$ cat src/rtl/inst_fetch_pkg.sv
// Shared definitions for the fetch stage: bus widths, FSM encodings,
// stall-vector bit positions and the prefetch queue entry layout.
package inst_fetch_pkg;

    localparam logic RST_ENABLE   = 1'b1;
    localparam int   INST_ADDR_W  = 32;
    localparam int   INST_W       = 32;

    localparam logic [INST_ADDR_W-1:0] ZERO_WORD = 32'h0000_0000;

    // Fetch FSM encodings
    localparam logic [1:0] FETCH_IDLE = 2'd0;
    localparam logic [1:0] FETCH_REQ  = 2'd1;
    localparam logic [1:0] FETCH_DROP = 2'd2;

    // Bit positions inside the ctrl stall vector
    localparam int STALL_PC = 0;
    localparam int STALL_IF = 1;
    localparam int STALL_ID = 2;

    // One prefetched instruction together with the address it came from
    typedef struct packed {
        logic [INST_ADDR_W-1:0] pc;
        logic [INST_W-1:0]      inst;
    } fetch_entry_t;

    // Force an address onto a word boundary
    function automatic logic [INST_ADDR_W-1:0] word_align(input logic [INST_ADDR_W-1:0] a);
        return a & ~32'h0000_0003;
    endfunction

endpackage

$ cat src/rtl/inst_fetch_fifo.sv
// Small synchronous prefetch FIFO holding {pc, inst} pairs. The head entry is
// visible combinationally; flush empties the queue in one cycle.
module inst_fetch_fifo
    import inst_fetch_pkg::*;
#(
    parameter int DEPTH = 2
) (
    input  logic                   clk,
    input  logic                   rst,
    input  logic                   flush,
    input  logic                   push,
    input  fetch_entry_t           push_data,
    input  logic                   pop,
    output fetch_entry_t           head,
    output logic                   full,
    output logic                   empty,
    output logic [$clog2(DEPTH):0] count
);

    localparam int            AW       = $clog2(DEPTH);
    localparam logic [AW:0]   FULL_CNT = (AW+1)'(DEPTH);

    fetch_entry_t  mem [DEPTH];
    logic [AW-1:0] wr_ptr;
    logic [AW-1:0] rd_ptr;
    logic [AW:0]   cnt;
    logic          do_push;
    logic          do_pop;

    // A flush cancels anything pushed or popped in the same cycle; a full
    // queue still accepts a push when the head leaves at the same time.
    assign do_pop  = pop && (cnt != '0) && !flush;
    assign do_push = push && ((cnt != FULL_CNT) || do_pop) && !flush;

    assign head  = mem[rd_ptr];
    assign full  = (cnt == FULL_CNT);
    assign empty = (cnt == '0);
    assign count = cnt;

    // Pointer and occupancy bookkeeping
    always_ff @(posedge clk) begin
        if (rst == RST_ENABLE || flush) begin
            wr_ptr <= '0;
            rd_ptr <= '0;
            cnt    <= '0;
        end else begin
            if (do_push) wr_ptr <= wr_ptr + 1'b1;
            if (do_pop)  rd_ptr <= rd_ptr + 1'b1;
            case ({do_push, do_pop})
                2'b10:   cnt <= cnt + 1'b1;
                2'b01:   cnt <= cnt - 1'b1;
                default: cnt <= cnt;
            endcase
        end
    end

    // Entry storage; contents only matter behind the occupancy count
    always_ff @(posedge clk) begin
        if (do_push) mem[wr_ptr] <= push_data;
    end

endmodule

$ cat src/rtl/inst_fetch.sv
// Fetch stage: owns the PC, runs a single-outstanding request to instruction
// memory, buffers returned words in a prefetch queue and presents the head to
// IF/ID. Redirects from ID flush the queue and squash any word in flight.
module inst_fetch
    import inst_fetch_pkg::*;
#(
    parameter logic [31:0] RESET_PC = 32'h0000_0000,
    parameter int          FQ_DEPTH = 2
) (
    input  logic                   clk,
    input  logic                   rst,
    input  logic [5:0]             ctrl_signal,
    input  logic                   branch_flag_i,
    input  logic [INST_ADDR_W-1:0] branch_target_i,
    output logic                   imem_req_o,
    output logic [INST_ADDR_W-1:0] imem_addr_o,
    input  logic                   imem_ack_i,
    input  logic [INST_W-1:0]      imem_rdata_i,
    output logic [INST_ADDR_W-1:0] if_pc,
    output logic [INST_W-1:0]      if_inst,
    output logic                   stallreq_if_o
);

    localparam int CW = $clog2(FQ_DEPTH) + 1;

    logic [1:0]             state;
    logic [INST_ADDR_W-1:0] fetch_pc;
    logic [INST_ADDR_W-1:0] req_addr;
    logic                   boot;

    logic                   redirect;
    logic                   issue;
    logic                   capture;
    logic                   push;
    logic                   pop;
    fetch_entry_t           push_entry;
    fetch_entry_t           fq_head;
    logic                   fq_full;
    logic                   fq_empty;
    logic [CW-1:0]          fq_count;
    logic                   unused_ctrl;

    assign unused_ctrl = ^ctrl_signal[5:3];

    // A frozen ID stage re-presents its branch later, so only honour it when ID moves.
    assign redirect = branch_flag_i && !ctrl_signal[STALL_ID];

    // New requests start straight from IDLE; boot keeps the first post-reset cycle quiet.
    assign issue = (state == FETCH_IDLE) && !boot && !redirect &&
                   !ctrl_signal[STALL_PC] && (fq_count < CW'(FQ_DEPTH));

    // An ack completes a live request either in the issuing cycle or while waiting in REQ.
    assign capture = imem_ack_i && (issue || (state == FETCH_REQ));
    assign pop     = !fq_empty && !ctrl_signal[STALL_IF] && !redirect;
    assign push    = capture && !redirect && (!fq_full || pop);

    assign push_entry.pc   = (state == FETCH_IDLE) ? fetch_pc : req_addr;
    assign push_entry.inst = imem_rdata_i;

    assign imem_req_o  = issue || (state == FETCH_REQ) || (state == FETCH_DROP);
    assign imem_addr_o = issue                  ? fetch_pc :
                         (state != FETCH_IDLE)  ? req_addr : ZERO_WORD;

    assign if_pc         = fq_empty ? ZERO_WORD : fq_head.pc;
    assign if_inst       = fq_empty ? ZERO_WORD : fq_head.inst;
    assign stallreq_if_o = fq_empty;

    // Fetch FSM and PC: reset beats redirect, redirect beats a returning word
    always_ff @(posedge clk) begin
        if (rst == RST_ENABLE) begin
            state    <= FETCH_IDLE;
            fetch_pc <= RESET_PC;
            boot     <= 1'b1;
        end else begin
            boot <= 1'b0;
            case (state)
                FETCH_IDLE: begin
                    if (redirect) begin
                        fetch_pc <= word_align(branch_target_i);
                    end else if (issue) begin
                        if (imem_ack_i) fetch_pc <= fetch_pc + 32'd4;
                        else            state    <= FETCH_REQ;
                    end
                end
                FETCH_REQ: begin
                    if (redirect) begin
                        fetch_pc <= word_align(branch_target_i);
                        state    <= imem_ack_i ? FETCH_IDLE : FETCH_DROP;
                    end else if (imem_ack_i) begin
                        fetch_pc <= fetch_pc + 32'd4;
                        state    <= FETCH_IDLE;
                    end
                end
                FETCH_DROP: begin
                    if (redirect)   fetch_pc <= word_align(branch_target_i);
                    if (imem_ack_i) state    <= FETCH_IDLE;
                end
                default: state <= FETCH_IDLE;
            endcase
        end
    end

    // Latch the request address so it stays put while memory is busy
    always_ff @(posedge clk) begin
        if (issue) req_addr <= fetch_pc;
    end

    inst_fetch_fifo #(
        .DEPTH(FQ_DEPTH)
    ) u_fq (
        .clk      (clk),
        .rst      (rst),
        .flush    (redirect),
        .push     (push),
        .push_data(push_entry),
        .pop      (pop),
        .head     (fq_head),
        .full     (fq_full),
        .empty    (fq_empty),
        .count    (fq_count)
    );

endmodule
$ cat config.mk
export PLATFORM = sky130hd
export DESIGN_NAME = inst_fetch
export DESIGN_NICKNAME = d
export VERILOG_FILES = /design/src/rtl/inst_fetch_pkg.sv /design/src/rtl/inst_fetch_fifo.sv /design/src/rtl/inst_fetch.sv
export SDC_FILE = /design/constraint.sdc
export NUM_CORES = 1
export LEC_CHECK = 0
export CAP_MARGIN = 10
export CORE_MARGIN = 5
export CORE_UTILIZATION = 35
export DETAILED_ROUTE_END_ITERATION = 7
export HOLD_SLACK_MARGIN = 0.03
export PLACE_DENSITY = 0.65
export SYNTH_ARGS = -nofsm -noshare
export SYNTH_HDL_FRONTEND = slang
export SYNTH_SLANG_ARGS = --single-unit
$ cat constraint.sdc
create_clock -name clk -period 6.01 [get_ports clk]
set_input_delay 1.202 -clock clk [delete_from_list [all_inputs] [get_ports clk]]
set_output_delay 1.202 -clock clk [all_outputs]
set_load 0.005 [all_outputs]
==> impl_results.md <==
- Post-CTS Hold Fix Bufs: 0
- Final GP Congestion: 0.760
- Avg WL per Cell: 17.7 um
- Final nets: ~900
- Final setup viols: 0
- Largest net degree at the start of global routing: 40
- Worst Hold End: req_addr[26]$_DFFE_PN_
- Achievable Freq: between 200 and 250 MHz
- Setup crit end kind: output pin
- Hold Crit Depth: 0
- HPWL Detailed: roughly 14000 um
- Synthesis-to-layout area growth: 29.7%
- RSZ-0062 raised after global routing: false
- CTS tree: done
- Initial antenna violation count: 0
- Non-Filler Instances: between 1k and 1.5k
- Post-CTS sizing: 0
- Arr. time, crit path: 3.39 ns
- Initial Utilization: 0.352
- Die area: about 28000 um^2
- Library cells used by synthesis: around 60
- Hold Worst Slack: roughly 0.54 ns
- Std-Cell Rows: 57
- Req. time, crit path: roughly 4.8 ns
- Root buffer cell: clkbuf_16
- Main synth FF type: edfxtp_1
- Worst Setup SP: ctrl_signal[0]
- Max-cap violation count: 0
- Min-Delay Path Class: reg2reg
- Reg2Reg Depth: 5
- Number of iterations in the first detailed-routing pass: 5
- Vias in the first global route: between 5k and 6k
- Number of nets with antenna violations after routing: 0
- Die X: roughly 170 um
- Asr flop ratio synth: 0
- Setup CP Type: in2out
- Clk sinks: around 190
- EDFF count, synth: 154
- Min cycle time layout: 4.60 ns
- Commonest non-fill, non-tap cells in the layout: clkdlybuf4s50_1 (162), edfxtp_1 (154), nor2_1 (77), mux2i_1 (63), nand2_1 (48)
- H-tree depth: 4
- Clk_skew: around 0.016 ns
- Setup TNS: 0 ns
- Pleak: 3.57 nW
- Crit start category: primary input
- DR vias/cell: between 5 and 6
- GRT Total Usage: 0.146
- Final hold vios: 0
- FF-to-FF End: u_fq.mem[0][48]$_DFFE_PP_
- Post-CTS Setup Bufs: 0
- Post-route DRC: 0
- #FFs+latches synth: between 150 and 200
- Post-Synthesis Cells: roughly 700
- Post-route core utilization: 0.457
- Area of the mapped netlist: 8520 um^2
- Port Buffers: 162
- Worst reg2reg setup slack: around 3.3 ns
- Tcrit/Tclk final: 0.765
- First-pass GRT wire length: approximately 32000 um
- Synth warn: 0
- Synthesized area per cell: 12.4 um^2
- Core area: between 20000 and 25000 um^2
- Max-slew violation count: 0
- Worst-path maximum fanout: 36
- Initial DRC count: 410
- Reg-to-reg startpoint: u_fq.count[1]$_SDFFE_PP0P_
- Hold Startpoint: fetch_pc[26]$_SDFFE_PP0P_
- Commonest non-fill, non-tap cell in the layout: clkdlybuf4s50_1
- Overall routed net length: between 20000 and 25000 um
- Fillers: 2183
- Insertion delay to the later sink of the worst-skew pair: 0.43 ns
- PwrDens: between 200 and 300 nW/um^2
- Peak VDD IR: approximately 0.18 mV
- Register area share after synthesis: 0.632
- Least-Margin Pin Slew: roughly 1 ns
- Boundary pin count: roughly 170
- Clock tree buffer depth: 2
- Rel. slew slack: 0.342
- Layout cells sized above 1: 0.101
- Status: complete, no violations
- Placed cells: roughly 1.1k
- Clock transition at path regs: 0.08 ns
- Inserted Clock Buffers: 17
- Die height: roughly 170 um
- Inserted Diodes: 0
- Grt ovf: 0
- Routed vias: 5955
## final cells by class
class | count | area, um^2 | area share
multi-input cells | 434 | 2900 | 0.263
inverters | 11 | 41.3 | 0.00374
repair buffers | 174 | 1720 | 0.156
well taps | 324 | 405 | 0.0367
clock inverters | 15 | 166 | 0.0151
flip-flops and latches | 192 | 5390 | 0.488
clock buffers | 17 | 425 | 0.0385
## state kept, by name (all words and copies together), names as in the netlist, named ones only
name and cells:
state 2, u_fq.mem 124, u_fq.count 2, u_fq.wr_ptr 1, fetch_pc 30, req_addr 30
boot 1, u_fq.rd_ptr 1
## cells by family after synthesis
| group | count (synthesis) | synth area share |
|---|---|---|
| AND/OR/NAND/NOR | 202 | 0.115 |
| flip-flops | 192 | 0.632 |
| AO/OA/AOI/OAI | 135 | 0.108 |
| multiplexers | 86 | 0.104 |
| buffers and inverters | 64 | 0.0323 |
| XOR/XNOR | 5 | 0.00514 |
| adder cells (fa/ha/maj) | 2 | 0.00294 |
| other | 1 | 0.000440 |
## Yosys cell counts (4+ instances only)
master | n | area (um^2)
nor2b_1 | 4 | 25.0
nand4_1 | 12 | 75.1
dfxtp_1 | 38 | 761
a211oi_1 | 7 | 52.6
buf_1 | 10 | 37.5
inv_1 | 11 | 41.3
nand2_1 | 48 | 180
xnor2_1 | 4 | 35.0
mux2_2 | 23 | 259
buf_4 | 4 | 30.0
nand3_1 | 14 | 70.1
a22o_1 | 24 | 210
o31a_1 | 4 | 35.0
buf_2 | 8 | 40.0
o211ai_1 | 4 | 30.0
a21oi_1 | 31 | 155
a32oi_1 | 4 | 35.0
nor3_1 | 13 | 65.1
clkbuf_1 | 28 | 105
mux2i_1 | 63 | 631
o21ai_0 | 33 | 165
o32ai_1 | 5 | 43.8
or3_1 | 5 | 31.3
edfxtp_1 | 154 | 4620
nor2_1 | 81 | 304
## routing by layer
metal  vias to the layer above  part of all wire  global-route usage
met5                         -                 0                   0
met1                      2884              0.45               0.199
li1                       2866                 -                   -
met2                       190              0.48               0.237
met4                         0             0.011              0.0366
met3                        15             0.056              0.0340
## through the flow
stage / total power [mW] / instance area (um^2) / setup slack [ns]
floorplan: 1.66 / 8530 / 0.987
global placement: 1.80 / 10500 / 1.40
detailed placement: 1.81 / 10500 / 1.38
CTS: 2.94 / 11100 / 1.36
global route: 3.02 / 11100 / 1.16
finish: 2.91 / 11100 / 1.41
## critical path, stage by stage
cell             delay [ns]
clkdlybuf4s50_1        0.41
nor3_1                 0.33
nor3b_2                0.25
buf_4                  0.41
a22o_1                 0.24
clkdlybuf4s50_1        0.51
## power breakdown
group | switching (mW) | internal, mW
registers | 0.0325 | 1.47
logic | 0.128 | 0.136
clock network | 0.539 | 0.596
## worst max-delay path by stage
stage | to | cells past startpoint
global route | imem_addr_o[17] | 6
global placement | imem_addr_o[17] | 6
CTS | imem_addr_o[17] | 6
finish | imem_addr_o[17] | 6
floorplan | u_fq.mem[0][0]$_DFFE_PP_ | 4
detailed placement | imem_addr_o[17] | 6
Note: power is estimated with default switching activity, not from simulation.
